--- config.mk ---
export PLATFORM = sky130hd
export DESIGN_NAME = multicycle_control
export DESIGN_NICKNAME = d
export VERILOG_FILES = /design/src/rtl/multicycle_control.sv
export SDC_FILE = /design/constraint.sdc
export NUM_CORES = 1
export LEC_CHECK = 0
export CAP_MARGIN = 20
export CORE_MARGIN = 2
export CORE_UTILIZATION = 49
export DETAILED_ROUTE_END_ITERATION = 10
export GPL_ROUTABILITY_DRIVEN = 1
export MAX_ROUTING_LAYER = met4
export PLACE_DENSITY = 0.8
export SLEW_MARGIN = 20
export SYNTH_ARGS = -nofsm -noshare
export SYNTH_HDL_FRONTEND = slang
export SYNTH_SLANG_ARGS = --single-unit
--- constraint.sdc ---
create_clock -name clk -period 2.7 [get_ports clk]
set_input_delay 0.27 -clock clk [delete_from_list [all_inputs] [get_ports clk]]
set_output_delay 0.27 -clock clk [all_outputs]
set_load 0.01 [all_outputs]
--- src/rtl/multicycle_control.sv ---
// multicycle_control: Moore sequencer for the multi-cycle MIPS datapath with a
// memory-ready handshake, a per-state wait timeout and a sticky fault state.
module multicycle_control #(
  parameter int TIMEOUT_CYCLES = 64
) (
  input  logic       clk,
  input  logic       rst,
  input  logic [5:0] Opcode,
  input  logic       MemReady,
  output logic       PCWrite,
  output logic       PCWriteCond,
  output logic       IorD,
  output logic       MemRead,
  output logic       MemWrite,
  output logic       IRWrite,
  output logic       MemtoReg,
  output logic       RegDst,
  output logic       RegWrite,
  output logic       ALUSrcA,
  output logic [1:0] ALUSrcB,
  output logic [1:0] ALUOp,
  output logic [1:0] PCSource,
  output logic       InstrDone,
  output logic       Fault,
  output logic [1:0] FaultCause,
  output logic [3:0] State
);
  localparam int CW = TIMEOUT_CYCLES > 0 ? $clog2(TIMEOUT_CYCLES + 1) : 1;
  localparam logic [CW-1:0] LAST = TIMEOUT_CYCLES > 0 ? CW'(TIMEOUT_CYCLES - 1) : '0;
  localparam logic [5:0] OP_R = 6'b000000, OP_LW = 6'b100011, OP_SW = 6'b101011;
  localparam logic [5:0] OP_BEQ = 6'b000100, OP_J = 6'b000010, OP_ADDI = 6'b001000;
  typedef enum logic [3:0] {
    FETCH = 4'd0, DECODE = 4'd1, MEMADR = 4'd2, MEMRD = 4'd3, MEMWB = 4'd4,
    MEMWR = 4'd5, EXEC = 4'd6, ALUWB = 4'd7, BRANCH = 4'd8, JUMP = 4'd9,
    ADDIEX = 4'd10, ADDIWB = 4'd11, FAULT = 4'd15
  } state_t;
  state_t state, nextState;
  logic [1:0] cause, nextCause;
  logic [CW-1:0] waitCnt;
  logic memState, stalled, timedOut;
  assign memState = state == FETCH || state == MEMRD || state == MEMWR;
  assign stalled  = memState && !MemReady;
  // A ready on the boundary cycle wins because stalled requires MemReady=0.
  assign timedOut = TIMEOUT_CYCLES != 0 && stalled && waitCnt == LAST;
  always_comb begin
    nextState = state;
    case (state)
      FETCH:  nextState = MemReady ? DECODE : FETCH;
      DECODE: nextState = Opcode == OP_R ? EXEC :
                          (Opcode == OP_LW || Opcode == OP_SW) ? MEMADR :
                          Opcode == OP_BEQ ? BRANCH :
                          Opcode == OP_J ? JUMP :
                          Opcode == OP_ADDI ? ADDIEX : FAULT;
      MEMADR: nextState = Opcode == OP_LW ? MEMRD : Opcode == OP_SW ? MEMWR : FAULT;
      MEMRD:  nextState = MemReady ? MEMWB : MEMRD;
      MEMWR:  nextState = MemReady ? FETCH : MEMWR;
      EXEC:   nextState = ALUWB;
      ADDIEX: nextState = ADDIWB;
      MEMWB, ALUWB, ADDIWB, BRANCH, JUMP: nextState = FETCH;
      FAULT:  nextState = FAULT;
      default: nextState = FAULT;
    endcase
    if (timedOut) nextState = FAULT;
    nextCause = timedOut ? 2'b10 : 2'b01;
  end
  always_ff @(posedge clk or posedge rst) begin
    if (rst) begin
      state   <= FETCH;
      cause   <= 2'b00;
      waitCnt <= '0;
    end else begin
      state   <= nextState;
      if (nextState == FAULT && state != FAULT) cause <= nextCause;
      waitCnt <= nextState != state ? '0 : stalled ? waitCnt + CW'(1) : waitCnt;
    end
  end
  // Outputs decode from the state register but are gated by rst so nothing
  // reaches the datapath while reset is held.
  always_comb begin
    PCWrite = 1'b0; PCWriteCond = 1'b0; IorD = 1'b0; MemRead = 1'b0;
    MemWrite = 1'b0; IRWrite = 1'b0; MemtoReg = 1'b0; RegDst = 1'b0;
    RegWrite = 1'b0; ALUSrcA = 1'b0; ALUSrcB = 2'b00; ALUOp = 2'b00;
    PCSource = 2'b00; InstrDone = 1'b0;
    if (!rst) begin
      case (state)
        FETCH: begin
          MemRead = 1'b1; ALUSrcB = 2'b01; IRWrite = MemReady; PCWrite = MemReady;
        end
        DECODE: ALUSrcB = 2'b11;
        MEMADR, ADDIEX: begin
          ALUSrcA = 1'b1; ALUSrcB = 2'b10;
        end
        MEMRD: begin
          MemRead = 1'b1; IorD = 1'b1;
        end
        MEMWB: begin
          MemtoReg = 1'b1; RegWrite = 1'b1; InstrDone = 1'b1;
        end
        MEMWR: begin
          MemWrite = 1'b1; IorD = 1'b1; InstrDone = MemReady;
        end
        EXEC: begin
          ALUSrcA = 1'b1; ALUOp = 2'b10;
        end
        ALUWB: begin
          RegDst = 1'b1; RegWrite = 1'b1; InstrDone = 1'b1;
        end
        BRANCH: begin
          ALUSrcA = 1'b1; ALUOp = 2'b01; PCWriteCond = 1'b1; PCSource = 2'b01; InstrDone = 1'b1;
        end
        JUMP: begin
          PCWrite = 1'b1; PCSource = 2'b10; InstrDone = 1'b1;
        end
        ADDIWB: begin
          RegWrite = 1'b1; InstrDone = 1'b1;
        end
        default: ;
      endcase
    end
    Fault      = !rst && state == FAULT;
    FaultCause = rst ? 2'b00 : cause;
    State      = rst ? 4'd0 : state;
  end
endmodule

## Word-level counts from Yosys, hierarchy flattened

Index checks and enable logic that the tools add are counted.

| storage, ports and cells | value |
|---|---|
| register bits | 13 |
| bits of input ports | 9 |
| output and inout port bits | 24 |
| logic and storage cells | 88 |

| cells by class | value |
|---|---|
| $add $sub $neg | 1 |
| eq/ne operators | 21 |
| multiplexer cells | 45 |
| reductions and logical operators | 18 |

Operators by type and width:

| operator | number |
|---|---|
| $pmux 4 s8 | 1 |
| $eq 4x4->1 const B | 6 |
| $mux 4 | 6 |
| $mux 1 | 21 |
| $eq 4x3->1 const B | 4 |
| $mux 3 | 5 |
| $mux 7 | 2 |
| $eq 6x6->1 const B | 2 |
| $mux 2 | 5 |
| $eq 4x2->1 const B | 2 |
| $pmux 2 s2 | 2 |
| $add 7x1->7 const B | 1 |
| $eq 7x6->1 const B | 1 |
| $eq 6x2->1 const B | 1 |
| $eq 6x3->1 const B | 1 |
| $eq 6x4->1 const B | 1 |
| $logic_not 6->1 | 1 |
| $pmux 2 s3 | 1 |
| $reduce_or 2->1 | 3 |
| $reduce_or 5->1 | 1 |
| $eq 4x1->1 const B | 1 |
| $logic_and 1x1->1 | 4 |
| $logic_not 4->1 | 1 |
| $ne 4x4->1 | 1 |
| 7 further kinds | 11 |

## Longest topological paths before layout

| depth | value |
|---|---|
| depth after elaboration | 10 |
| mapped depth | 9 |
| mapped depth without buffers | 8 |

## Worst setup path before layout

OpenSTA, ideal clock, no wires.

| timing | value |
|---|---|
| kind | flip-flop to output port |
| start point | reg state[3] |
| end point | out Fault |
| arrival time | 1.968 ns |
| required time | 2.430 ns |
| path slack | 0.462 ns |
| cell stages (with the launch flop) | 8 |
| buffers on the path | 0 |
| cell sequence | dfrtp_1 or3_4 o32a_1 o221ai_2 or2_4 o211ai_4 nor3_2 and3_1 |

| on the way | value |
|---|---|
| longest elaborated chain between the ends | 2 |

Ends and longest elaborated chain:

| what | RTL line | source |
|---|---|---|
| start: declaration | 37 | `state_t state, nextState;` |
| start signal: assignment | 72 | `state <= nextState;` |
| $eq 4x4->1 | 120 | `Fault = !rst && state == FAULT;` |
| $logic_and 1x1->1 | 120 |  |
| end: declaration | 24 | `output logic Fault,` |

Every way passes these cells.

==> out/qor.csv <==
stage;metric;value;unit
critical_path;crit_required;2.43;ns
cts;clk_path_buf_depth;2;
pwr;pwr_density_cell;186;nW/um^2
synth;syn-mean-instance-area;8.42;sq um
job;cap_viol_max_count;0;
sta;slew_headroom;70.3;%
route;drc;0;
sta;min_period;2.68;ns
sta;hold_viol;0;
floorplanning;core;2520;sq um
global_routing;grt_remaining_overflow;0;
sta;post-route-period-util;99.1;%
finish;drive_gt1_share;33.5;%
synth;synth-seq-area-share;24.6;%
synth;synth_top_area_share;24.6;%
floorplanning;ioPinCount;33;
floorplanning;fp.dieH;56.0;um
sta;fin_worst_skew;0.00262;ns
placement;place.gp.congestion;0.973;
synth;synth_seq_cells;13;
hold_path;hold_path_class;reg -> reg;
synth;syn-num-nets;167;
route;viasPerCell;5.72;
synth;netlist_top_cells_area;dfrtp_1 25%, nor2_1 5.4%, nor4_1 4.7%;
critical_path;reg2reg_from;state[2];
pwr;p_leak;0.786;nW
cts;cts_tree;built;
sta;rsz0062_at_grt;true;
route;first_pass_iters;5;
finish;area_delta_synth_final;51.2;%
cts;cts_num_sinks;13;
route;wire_per_inst;14.7;um
floorplanning;fp.dieW;56.0;um
synth;yosysWarnings;0;
route;wirelength;3790;um
global_routing;grt_pass1_wl;6590;um
critical_path;reg2reg_slack;0.37;ns
critical_path;arrival;2.41;ns
cts;ctsHoldBuffers;0;
finish;fin_util;79.3;%
synth;async_flop_share;100;%
synth;synthCells;157;
global_routing;grt_pass1_vias;1369;
pwr;vdd_drop_max;431;uV
critical_path;reg2regPathDepth;10;
critical_path;r2r_end;cause[1];
outcome;outcome;finished, final reports clean;
sta;slew_violations;0;
synth;synth_edf_count;0;
floorplanning;dieArea;3130;sq um
floorplanning;start_util;52.4;%
global_routing;grt_usage;26.7;%
critical_path;cp-start-kind;input pin;
global_routing;antenna_found_initial;0;
synth;synth_top_area_cell;dfrtp_1;
synth;syn_area;1320;sq um
critical_path;path_max_fanout;4;
floorplanning;num_rows;18;
sta;setup-violations-final;0;
critical_path;critPathCaptureType;output port;
cts;cts_made_buffers;3;
cts;worstSkewPairLatency;0.27;ns
synth;synth_ff_type;dfrtp_1;
finish;final_nets;238;
route;vias;1469;
route;ant_nets;0;
sta;fmax;374;MHz
cts;clk_pin_slew;0.07;ns
global_routing;grt_max_degree;17;
pwr;power.total;0.373;mW
cts;h-tree-depth;1;
placement;port_buffers;32;
route;drt_iter0_drc;71;
sta;worst_slew_pin_slew;0.443;ns
cts;cts_root_buf;clkbuf_4;
placement;dpl.hpwl;3070;um
sta;fin_setup_tns;0;ns
finish;antenna_cells;0;
critical_path;critPathLaunch;MemReady;
synth;ys_types;57;
critical_path;crit_type;in -> out;
critical_path;endpoint;Fault;
-- sequential cells by signal, indices dropped and copies added (netlist names) --
signal	count
cause	2
waitCnt	7
state	4
-- power breakdown --
part / internal (mW) / leakage [nW] / total, mW / switching, mW
registers: 0.194 / 0.156 / 0.194 / 0
logic: 0.0310 / 0.615 / 0.0614 / 0.0304
clock network: 0.0573 / 0.0150 / 0.117 / 0.0595
-- through the flow --
| stage | hold WS, ns | setup slack (ns) | area [sq um] | cells |
|---|---|---|---|---|
| 3_3_place_gp | 0.460 | -0.311 | 1910 | 249 |
| 2_1_floorplan | 0.166 | 0.462 | 1320 | 157 |
| 3_5_place_dp | 0.462 | -0.380 | 1910 | 249 |
| 6_report | 0.483 | 0.0231 | 2000 | 257 |
| 5_1_grt | 0.500 | -0.0833 | 2000 | 257 |
| 4_1_cts | 0.482 | 0.0519 | 1990 | 256 |
-- cell families (layout without fill, tap and decap cells) --
group | after synthesis | after routing | share of synthesized area [%]
and+or+nand+nor | 82 | 82 | 35.1
buffers and inverters | 18 | 88 | 8.42
DFF | 13 | 13 | 24.6
muxes | 1 | 1 | 0.757
AOI/OAI and AO/OA | 31 | 31 | 22.3
adders and majority gates | 1 | 1 | 0.946
xor gates and xnor gates | 11 | 11 | 7.85
-- placed cells by master (no fill, tap or decap), types with 4 or more instances in the layout --
cell type,count
nor2b_1,5
dfrtp_1,13
xor2_1,5
nor4_1,10
clkdlybuf4s50_1,27
inv_1,5
dlygate4sd2_1,4
a21oi_1,6
or2_2,4
xnor2_1,5
nand2_1,10
nor3_1,9
buf_4,46
nor2_1,18
-- timing repair --
action | CTS | global route
pin swaps | 13 | 4
buffers inserted | 3 | 1
gates resized for setup | 16 | 1
setup endpoints to repair | 1 | 1
-- final cells by class --
cell class | count | area (sq um)
fillers | 168 | 523
well taps | 30 | 37.5
repair buffers | 78 | 656
multi-input cells | 126 | 932
clock buffers | 4 | 26.3
flip-flops and latches | 13 | 325
inverters | 6 | 22.5
-- critical path: stages --
cell	delay, ns
clkdlybuf4s50_1	0.45
or3b_2	0.51
o32a_1	0.21
o221ai_2	0.20
or2_4	0.16
o211ai_4	0.08
nor3_2	0.20
and3_1	0.19
buf_2	0.13
-- worst min-delay path by stage --
| stage | start | endpoint | cells after the start |
|---|---|---|---|
| 6_report | cause[0] | cause[0] | 1 |
| 5_1_grt | cause[0] | cause[0] | 1 |
| 4_1_cts | cause[0] | cause[0] | 1 |
| 3_5_place_dp | cause[0] | cause[0] | 1 |
| 3_3_place_gp | cause[0] | cause[0] | 1 |
| 2_1_floorplan | rst | cause[0] | 1 |
-- cells in the mapped netlist, drive strengths merged (2+ instances only) --
cell type / count
o211ai: 4
nor4: 10
nand2: 12
or2: 5
nor2: 19
or2b: 2
buf: 8
xnor2: 6
o2111ai: 2
or4: 2
a21oi: 6
and4: 2
nand4: 2
nor2b: 5
a211oi: 3
nor3: 11
o21ai: 5
or3b: 2
or3: 4
xor2: 5
dfrtp: 13
clkbuf: 4
inv: 5
-- per-layer routing --
metal  up-vias  part of all wire (%)  GRT usage (%)
li1        720                     -              -
met1       689                    45           37.2
met2        54                    47           41.3
met3         6                   5.8           4.88
met4         0                   1.4           4.42
met5         -                     0              -
Power figures use the tool's default switching activity.
